==> config.mk <==
export PLATFORM = sky130hd
export DESIGN_NAME = pci_arbiter
export DESIGN_NICKNAME = d
export VERILOG_FILES = /design/src/rtl/pci_arbiter_pkg.sv /design/src/rtl/pci_arbiter_rr_pick.sv /design/src/rtl/pci_arbiter.sv
export SDC_FILE = /design/constraint.sdc
export NUM_CORES = 1
export LEC_CHECK = 0
export CORE_MARGIN = 1
export CORE_UTILIZATION = 50
export CTS_BUF_LIST = sky130_fd_sc_hd__clkbuf_4 sky130_fd_sc_hd__clkbuf_8
export DETAILED_ROUTE_END_ITERATION = 12
export PLACE_DENSITY = 0.8
export SYNTH_ARGS = -nofsm -noshare
export SYNTH_HDL_FRONTEND = slang
export SYNTH_SLANG_ARGS = --single-unit
export TNS_END_PERCENT = 5
==> constraint.sdc <==
create_clock -name CLK -period 3.4 [get_ports CLK]
set_input_delay 0.68 -clock CLK [delete_from_list [all_inputs] [get_ports CLK]]
set_output_delay 0.68 -clock CLK [all_outputs]
set_load 0.005 [all_outputs]
==> src/rtl/pci_arbiter_pkg.sv <==
// Shared definitions for the PCI bus arbiter: FSM states, default timeout
// and the level constants for the active-low FRAME/IRDY lines.
package pci_arbiter_pkg;

  typedef enum logic [1:0] {
    IDLE    = 2'd0,
    GRANTED = 2'd1,
    BUSY    = 2'd2,
    TURN    = 2'd3
  } arb_state_t;

  localparam int DEF_GNT_TIMEOUT = 16;

  // FRAME and IRDY are active-low on the PCI bus.
  localparam logic ASSERTED   = 1'b0;
  localparam logic DEASSERTED = 1'b1;

endpackage

==> src/rtl/pci_arbiter_rr_pick.sv <==
// Round-robin request picker. Duplicates the request vector, masks the
// copy below the pointer and takes the lowest set bit, so the search starts
// at ptr and wraps back around through the unmasked upper copy.
module pci_arbiter_rr_pick #(
  parameter int N_DEV = 4,
  parameter int OWN_W = 2
) (
  input  logic [N_DEV-1:0] req,
  input  logic [OWN_W-1:0] ptr,
  output logic             vld,
  output logic [OWN_W-1:0] sel
);

  logic [2*N_DEV-1:0] dbl;

  // Masked double-width priority search; lowest surviving bit wins.
  always_comb begin
    dbl = {req, req};
    for (int i = 0; i < N_DEV; i++) begin
      if (i < int'(ptr)) dbl[i] = 1'b0;
    end
    vld = |req;
    sel = '0;
    for (int i = 2*N_DEV-1; i >= 0; i--) begin
      if (dbl[i]) sel = (i >= N_DEV) ? OWN_W'(i - N_DEV) : OWN_W'(i);
    end
  end

endmodule

==> src/rtl/pci_arbiter.sv <==
// Central PCI bus arbiter: round-robin grants issued only on an idle bus,
// transaction tracking from FRAME/IRDY, a mandatory turnaround cycle, and
// withdrawal of grants that are not accepted within GNT_TIMEOUT cycles.
module pci_arbiter
  import pci_arbiter_pkg::*;
#(
  parameter int N_DEV       = 4,
  parameter int GNT_TIMEOUT = DEF_GNT_TIMEOUT,
  parameter int OWN_W       = 2
) (
  input  logic             CLK,
  input  logic             RST,
  input  logic [N_DEV-1:0] REQ,
  input  logic             FRAME,
  input  logic             IRDY,
  output logic [N_DEV-1:0] GNT,
  output logic [OWN_W-1:0] BUS_OWNER,
  output logic             BUS_BUSY,
  output logic             TIMEOUT_EVT
);

  localparam int TMO_W = (GNT_TIMEOUT > 1) ? $clog2(GNT_TIMEOUT) : 1;
  localparam logic [TMO_W-1:0] TMO_LAST = TMO_W'(GNT_TIMEOUT - 1);

  arb_state_t       state;
  logic [OWN_W-1:0] rr_ptr;
  logic [TMO_W-1:0] tmo_cnt;
  logic             pick_vld;
  logic [OWN_W-1:0] pick_sel;
  logic [N_DEV-1:0] pick_onehot;
  logic [OWN_W-1:0] owner_next;
  logic             bus_idle;

  assign bus_idle   = (FRAME == DEASSERTED) && (IRDY == DEASSERTED);
  // The agent just served drops to lowest priority for the next round.
  assign owner_next = (BUS_OWNER == OWN_W'(N_DEV - 1)) ? '0 : OWN_W'(BUS_OWNER + 1'b1);

  pci_arbiter_rr_pick #(
    .N_DEV(N_DEV),
    .OWN_W(OWN_W)
  ) u_pick (
    .req(REQ),
    .ptr(rr_ptr),
    .vld(pick_vld),
    .sel(pick_sel)
  );

  // Decode the picked index into the grant vector to be registered.
  always_comb begin
    pick_onehot = '0;
    for (int i = 0; i < N_DEV; i++) begin
      pick_onehot[i] = (pick_sel == OWN_W'(i));
    end
  end

  // Arbitration FSM with registered grant, owner, busy and timeout outputs.
  always_ff @(posedge CLK or posedge RST) begin
    if (RST) begin
      state       <= IDLE;
      GNT         <= '0;
      BUS_OWNER   <= '0;
      BUS_BUSY    <= 1'b0;
      TIMEOUT_EVT <= 1'b0;
      rr_ptr      <= '0;
      tmo_cnt     <= '0;
    end else begin
      TIMEOUT_EVT <= 1'b0;
      unique case (state)
        IDLE: begin
          // A foreign or stale transaction on the bus blocks any new grant.
          if (bus_idle && pick_vld) begin
            GNT       <= pick_onehot;
            BUS_OWNER <= pick_sel;
            tmo_cnt   <= '0;
            state     <= GRANTED;
          end
        end
        GRANTED: begin
          if (FRAME == ASSERTED) begin
            GNT      <= '0;
            BUS_BUSY <= 1'b1;
            rr_ptr   <= owner_next;
            state    <= BUSY;
          end else if (!REQ[BUS_OWNER]) begin
            GNT    <= '0;
            rr_ptr <= owner_next;
            state  <= IDLE;
          end else if (tmo_cnt == TMO_LAST) begin
            GNT         <= '0;
            TIMEOUT_EVT <= 1'b1;
            rr_ptr      <= owner_next;
            state       <= IDLE;
          end else begin
            tmo_cnt <= tmo_cnt + 1'b1;
          end
        end
        BUSY: begin
          // FRAME high with IRDY still low is the last data phase.
          if (bus_idle) state <= TURN;
        end
        TURN: begin
          BUS_BUSY <= 1'b0;
          state    <= IDLE;
        end
      endcase
    end
  end

endmodule
Word-level counts from Yosys, hierarchy flattened:

Cells that the tools add are included.

* add/subtract/negate cells: 2
* multipliers: 0
* div/mod/pow operators: 0
* $lt $le $gt $ge: 4
* equality and inequality tests: 16
* shifts and indexed selects: 0
* mux-type cells: 38
* bitwise operators: 0
* reductions and logical operators: 13

Operators with widths (number)
* 2-to-1 mux 2 bit: 16
* 2-to-1 mux 4 bit: 8
* case mux 4 bit (2 select lines): 2
* inequality test 2 bit (second input constant): 6
* equality test 2 bit (second input constant): 5
* 2-to-1 mux 1 bit: 9
* case mux 2 bit (4 select lines): 1
* AND reduction 2 bit: 3
* AND reduction 3 bit: 2
* AND reduction 5 bit: 1
* adder 4 x 1 -> 4 bit (second input constant): 1
* equality test 2 x 1 -> 1 bit (second input constant): 2
* equality test 4 bit (second input constant): 1
* logical NOT 2 bit: 2
* < comparator 1 x 2 -> 1 bit (first input constant): 2
* inequality test 4 bit (second input constant): 1
* nonzero test 2 bit: 2
* OR reduction 4 bit: 1
* < comparator 2 x 3 -> 1 bit (second input constant): 1
* inequality test 3 x 2 -> 1 bit (second input constant): 1
* adder 2 x 1 -> 2 bit (second input constant): 1
* binary-select mux 1 bit (select 2 bit): 1
* logical AND 1 bit: 2
* < comparator 2 bit (first input constant): 1
* case mux 1 bit (2 select lines): 1

* register bits after elaboration: 16
* bits in latches: 0
* bits in writable memories: 0
* ROM bits: 0
* input bits: 8
* logic and storage cells: 80
* memories: 0

Logic depth before layout (Yosys ltp):

Gate-level depths: netlist (run 1).

* word-level depth: 10
* depth in mapped cells: 5
* depth with buffers taken out: 5

Hierarchy:

From an unflattened synthesis (run 1), not the netlist that was laid out.

* cell total of the unflattened synthesis: 89
* area total of the unflattened synthesis: 907.1 µm²

Modules (own cells, without submodules)
* pci_arbiter: instances 1, cells an instance 77, area an instance 829.5 µm², seq. area each 400.4 µm²
* pci_arbiter_rr_pick: instances 1, cells an instance 12, area an instance 77.6 µm², seq. area each 0.0 µm²

Worst setup path before layout (run 1):

OpenSTA, ideal clock, no wires.

* path type: input -> register
* start: input REQ[1]
* end: register BUS_OWNER[0]
* arrival: 1817 ps
* slack: 1458 ps
* stages on the path: 4
* path through: or4_4 -> and4b_1 -> buf_6 -> mux2_4

* cells in the longest elaborated chain, start to end: 6
* elaborated cells between the ends (all ways): 10
* those cells by class: 7 x mux; 3 x reduce/logical

Ends and longest elaborated chain
* start, declared: RTL line pci_arbiter.sv:13 `input logic [N_DEV-1:0] REQ,`
* 2-to-1 mux 2 bit (6 in a row): RTL line pci_arbiter_rr_pick.sv:25 `if (dbl[i]) sel = (i >= N_DEV) ? OWN_W'(i - N_DEV) : OWN_W'(i);`
* end signal, assigned: RTL line pci_arbiter.sv:73 `BUS_OWNER <= pick_sel;`
* end, declared: RTL line pci_arbiter.sv:17 `output logic [OWN_W-1:0] BUS_OWNER,`

Parallel ways exist; a longest one is shown, timed or not.
A chain may end at the register's enable or synchronous reset.

Worst setup path after layout (run 1):

* start: input REQ[1]
* end: register tmo_cnt[2]

* cells in the longest elaborated chain, start to end: 4
* elaborated cells between the ends (all ways): 7
* those cells by class: 2 x eq/ne; 2 x mux; 3 x reduce/logical

Ends and longest elaborated chain
* binary-select mux 1 bit (select 2 bit) or OR reduction 4 bit (tied branches): RTL line pci_arbiter.sv:84, pci_arbiter_rr_pick.sv:22
* 2-to-1 mux 1 bit (not written as such) or logical AND 1 bit (tied branches): RTL line pci_arbiter.sv:84, pci_arbiter.sv:71
* inequality test 2 bit (no source line)
* AND reduction 5 bit (no source line) *
* end signal, assigned: RTL line pci_arbiter.sv:94 `tmo_cnt <= tmo_cnt + 1'b1;`
* end, declared: RTL line pci_arbiter.sv:27 `logic [TMO_W-1:0] tmo_cnt;`

Mark *: on every way between the ends. The rest lies on a longest branch, timed or not. The select of a mux whose other input is x is not followed.

==> metrics.csv, run 1 <==
stage,metric,value,unit
clocking,ctsLongestPathBuffers,2,
setup_path,arrival,2410,ps
clocking,numClockSinks,16,
floorplan,start_util,0.5586,
route,wl,1695,µm
timing,rsz0062_at_grt,false,
timing,max_freq,0.4487,GHz
clocking,clkLatencyLatePin,290,ps
setup_path,cp.required,3580,ps
finish,nNetsFinal,108,
logic_synthesis,synth_top_area_share,0.4598,
route,via_per_inst,6.345,
status,violations,design-rule violations,
placement,io_buffer_count,15,
clocking,tritoncts,done,
timing,hold_viol,0,
placement,place_congestion,0.7412,
floorplan,die_h,43.74,µm
grt,grt_pass1_wl,2801,µm
grt,grt_max_degree,17,
grt,grt_overflow,0,
route,drt_first_pass_iters,8,
timing,whs,503.3,ps
clocking,cts_setup_buffers,0,
logic_synthesis,synth_edf_count,0,
timing,min_period,2229,ps
clocking,ctsRootBufferMaster,clkbuf_4,
finish,drive_gt1_frac,0.1753,
logic_synthesis,yosys-top-cells-count,"16 x dfrtp_1, 9 x o21ai_0, 6 x a21oi_1",
clocking,cts_buffers,3,
logic_synthesis,synthArstFlopShare,1.000,
logic_synthesis,syn_inst,79,
route,wl_per_cell,15.00,µm
placement,hpwlAfterDp,1257,µm
timing,skew,3.476,ps
grt,grt.total_usage,0.2014,
floorplan,die_w,43.74,µm
logic_synthesis,ys_ff_latch,16,
power_and_ir_drop,leakage,0.4769,nW
clocking,cts.clk_slew.worst_paths,100,ps
timing,slew_viol_final,0,
clocking,cts_max_level,1,
setup_path,cp-start-kind,primary input,
setup_path,crit_fanout,5,
logic_synthesis,syn_area_per_cell,11.02,µm²
power_and_ir_drop,peakVddDrop,0.5197,mV
route,drt_iter0_markers,24,
flow_run,maxCapViolations,0,
status,outcome,finished with violations,
finish,area_growth_syn_to_layout,22.41,%
clocking,cts.repair.resized,0,
route,drcViolationCount,1,
grt,antenna_found_initial,0,
floorplan,dieArea,0.001913,mm²
grt,grt_pass1_vias,636,
setup_path,critPathCaptureType,flop,
timing,final-setup-viol-count,0,
logic_synthesis,ys_warn_count,0,
power_and_ir_drop,cellPowerDensity,706.6,mW/mm²
timing,maxSlewHeadroom,0.6116,
finish,antenna_cells,0,
floorplan,rows,14,
route,final_antenna_net_count,0,
logic_synthesis,synth.area.top_cells,"dfrtp_1 46%, o21ai_0 5.2%, a32o_2 5.2%",
logic_synthesis,yosysMostFrequentCell,dfrtp_1,
logic_synthesis,synth_ff_type,dfrtp_1,
route,vias,717,
timing,tns,0,ps
logic_synthesis,synth_area,870.8,µm²
timing,tightestPinTransition,582.0,ps
logic_synthesis,netlist.top_cell.by_area,dfrtp_1,
logic_synthesis,syn_nets,89,
worst_hold_path,hold_class,reg2reg,
clocking,cts_hold_buf,0,
floorplan,num_io_pins,16,
setup_path,path_class,in2reg,
floorplan,core-area,0.001559,mm²
logic_synthesis,ys_seq_area_frac,0.4598,
timing,post-route-period-util,0.6555,
logic_synthesis,ys_types,32,
placed cells by master (no fill, tap or decap), types with 2 or more instances in the layout:
cell type / count
a21oi_1: 6
a32o_2: 4
clkbuf_4: 3
clkdlybuf4s50_1: 15
dfrtp_1: 16
ha_1: 2
inv_1: 4
mux2_4: 2
nand2_1: 4
nand2b_1: 3
nand3_1: 2
nand4_1: 2
nor2_1: 4
o21ai_0: 9
o22a_1: 2
worst max-delay path: stages:
cell             delay [ps]
clkdlybuf4s50_1         480
or4_4                   580
a32oi_1                 380
nor2_1                   90
o22a_1                  190
kinds of logic after synthesis:
| logic type | after synthesis | share of synthesized area |
|---|---|---|
| adder cells (fa/ha/maj) | 2 | 0.02873 |
| buffers and inverters | 5 | 0.03017 |
| AND/OR/NAND/NOR | 20 | 0.1307 |
| flip-flops | 16 | 0.4598 |
| multiplexers | 5 | 0.08477 |
| AO/OA/AOI/OAI | 31 | 0.2658 |
layout make-up:
type                    count  area, µm²
fillers                   120      493.0
repair buffers             15      150.1
multi-input cells          58      444.2
clock buffers               4      36.28
well taps                  16      20.02
flip-flops and latches     16      400.4
inverters                   4      15.01
flip-flops by register name (all words and copies together), names as in the netlist, named ones only:
register	count
BUS_BUSY	1
BUS_OWNER	2
GNT	4
TIMEOUT_EVT	1
rr_ptr	2
state	1
tmo_cnt	4
metal layers:
metal	routed length, µm	track usage	vias to the layer above
met5	0	0	-
met4	17	0.07500	0
met3	104	0.03750	4
met2	823	0.3134	28
met1	749	0.2807	340
li1	-	-	345
stage by stage:
step                      total power, mW  area (µm²)    util  std cells  setup slack, ps
after floorplan                    0.5013       870.8       -         79             1458
after global placement             0.6156        1030  0.6605        109            881.9
after detailed placement           0.6269        1030  0.6605        109            873.4
after CTS                          0.7551        1066  0.6838        113             1185
after global routing               0.8053        1066  0.6838        113             1076
final                              0.7533        1066  0.6838        113             1171
power breakdown:
part	leakage [nW]	switching (mW)	internal [mW]	total, mW
logic	0.247	0.126	0.180	0.306
registers	0.209	0.0649	0.254	0.319
clock network	0.0210	0.0629	0.0653	0.128
total	0.477	0.254	0.499	0.753
final timing paths:
check	cells past startpoint	from	to	slack, ps
worst max register to register	4	BUS_OWNER[1]	GNT[3]	1640
max in group asynchronous	2	RST	BUS_BUSY	2280
worst min-delay path	1	GNT[0]	GNT[0]	500
worst min register to register	1	GNT[0]	GNT[0]	500
min in group asynchronous	2	RST	rr_ptr[1]	740
worst max-delay path	5	REQ[1]	tmo_cnt[2]	1170
(Power assumes the default switching activity.)
==> run 2, diff against run 1 <==
- CORE_UTILIZATION: 50 -> 48
- clock period: 3.4 -> 2 ns (I/O delays scaled with it)
==> metrics.csv, run 2 (synthesized netlist as in run 1, its figures left out) <==
stage,metric,value,unit,change
status,outcome,"finished, final reports clean",,
setup_path,cpLargestDelayFamily,simple AND/OR/NAND/NOR gates,,
route,drt_first_pass_iters,4,,-4
route,wl_per_cell,13.84,µm,-7.7%
setup_path,crit_buf_inv,1,,unchanged
finish,fillers,132,,+10%
finish,finalInstanceArea,0.001145,mm²,+7.4%
clocking,cts_max_level,1,,unchanged
clocking,cts_setup_buffers,0,,unchanged
setup_path,crit_fanout,7,,+2
timing,tightestPinTransition,594.5,ps,+12.48 ps
floorplan,core-area,0.001708,mm²,+9.6%
placement,placedInstanceArea,0.001109,mm²,+7.7%
floorplan,num_io_pins,16,,unchanged
grt,grt_pass1_wl,2973,µm,+6.1%
placement,dp.cells,127,,+17%
finish,final_cell_mix,"16 x dfrtp_1, 15 x clkdlybuf4s50_1, 9 x o21ai_0, 9 x buf_4, 6 x a21oi_1",,
clocking,cts.repair.resized,0,,unchanged
clocking,cts.clk_slew.worst_paths,90,ps,about the same
flow_run,maxCapViolations,0,,unchanged
setup_path,r2r_start,BUS_OWNER[1],,
grt,grt_util_met2,0.3441,,+0.03068
finish,nNetsFinal,117,,+8.3%
floorplan,dieArea,0.001989,mm²,+4.0%
finish,fin_cells,131,,+16%
floorplan,start_util,0.5099,,-0.04870
setup_path,path_class,in2reg,,
grt,antenna_found_initial,0,,unchanged
finish,final_common_cell,dfrtp_1,,
clocking,numClockSinks,16,,unchanged
setup_path,crit_chain,"clkdlybuf4s50_1, or4_4, and4b_1, mux2_4",,
floorplan,die_w,44.60,µm,+2.0%
finish,antenna_cells,0,,unchanged
setup_path,slowest_delay,570,ps,about the same
grt,grt_overflow,0,,unchanged
setup_path,cp-start-kind,primary input,,
route,wl,1813,µm,+7.0%
grt,grt_pass1_vias,689,,+8.3%
timing,post-route-period-util,0.9460,,
timing,maxSlewHeadroom,0.6033,,-0.008331
power_and_ir_drop,leakage,0.5197,nW,+9.0%
placement,hpwlAfterDp,1414,µm,+13%
route,vias,743,,+3.6%
setup_path,cp_slowest_cell,or4_4,,
grt,grt.total_usage,0.2147,,+0.01331
timing,min_period,1892,ps,
timing,slew_viol_final,0,,unchanged
setup_path,arrival,2070,ps,-340 ps
floorplan,die_h,44.60,µm,+2.0%
setup_path,startpoint,REQ[1],,
placement,io_buffer_count,15,,unchanged
timing,max_freq,0.5285,GHz,
grt,busiest_layer,met2,,
clocking,cts_hold_buf,0,,unchanged
route,via_per_inst,5.672,,-11%
route,final_antenna_net_count,0,,unchanged
timing,whs,466.9,ps,-36.36 ps
timing,final-setup-viol-count,0,,unchanged
timing,skew,5.217,ps,+1.741 ps
floorplan,rows,15,,+1
finish,area_growth_syn_to_layout,31.47,%,
power_and_ir_drop,total_power,1.311,mW,+74%
power_and_ir_drop,cellPowerDensity,1145,mW/mm²,+62%
clocking,clkLatencyLatePin,290,ps,about the same
clocking,ctsLongestPathBuffers,2,,unchanged
timing,rsz0062_at_grt,false,,
clocking,ctsRootBufferMaster,clkbuf_4,,
grt,grt_util_met1,0.2708,,-0.009821
power_and_ir_drop,peakVddDrop,0.7130,mV,+37%
grt,grtUsageMet3,0.08571,,+0.04821
setup_path,cp.required,2180,ps,-1400 ps
timing,hold_viol,0,,unchanged
placement,place_congestion,0.7904,,+6.6%
route,drcViolationCount,0,,-1
setup_path,critPathCaptureType,flop,,
finish,drive_gt1_frac,0.2453,,+0.07003
finish,reg_top3,"GNT: 4 flops, tmo_cnt: 4 flops",,
clocking,cts_buffers,3,,unchanged
clocking,tritoncts,done,,
worst_hold_path,hold_class,in2async,,
grt,grt_max_degree,17,,unchanged
route,drt_iter0_markers,18,,-25%
-- run 2: changes by cell type in the layout (fill, tap and decap cells not counted) --
cell / before / now
buf_4: 0 / 9
-- run 2: per-stage QoR --
step	worst slack, ps	TNS (ps)	util
finish	108.0	0	0.6703
detailed placement	-193.5	-1299	0.6491
global route	102.3	0	0.6703
global placement	-144.3	-908.3	0.6491
CTS	119.2	0	0.6703
floorplan	338.3	0	-
-- run 2: area by class of cell --
cell class / instances / area, µm² / area share
Tap cell: 25 / 31.28 / 0.02732
Multi-Input combinational cell: 58 / 444.2 / 0.3880
Timing Repair Buffer: 24 / 217.7 / 0.1902
Sequential cell: 16 / 400.4 / 0.3497
Inverter: 4 / 15.01 / 0.01311
Clock buffer: 4 / 36.28 / 0.03169
-- run 2: path summary, 6_finish.rpt --
kind	to	slack, ps	depth (start not counted)
worst max-delay path	BUS_OWNER[1]	110	4
worst min-delay path	rr_ptr[0]	470	2
worst max register to register	rr_ptr[1]	320	3
worst min register to register	GNT[3]	500	1
max in group asynchronous	GNT[0]	1140	2
min in group CLK	GNT[3]	500	1
-- run 2: per-layer routing --
layer	vias up	wire length, µm
met3	2	98
met5	-	0
met1	361	825
met4	0	14
met2	17	874
li1	363	-
-- run 2: where the power goes --
part	switching, mW	total [mW]	internal [mW]
Clock	0.0963	0.207	0.111
Sequential	0.114	0.546	0.432
Combinational	0.223	0.557	0.335
==> run 3, diff against run 2 <==
- CAP_MARGIN: default -> 20
- HOLD_SLACK_MARGIN: default -> 0.12
==> results of run 3 <==
No change in the layout: final DEF, timing and power equal those of run 2.
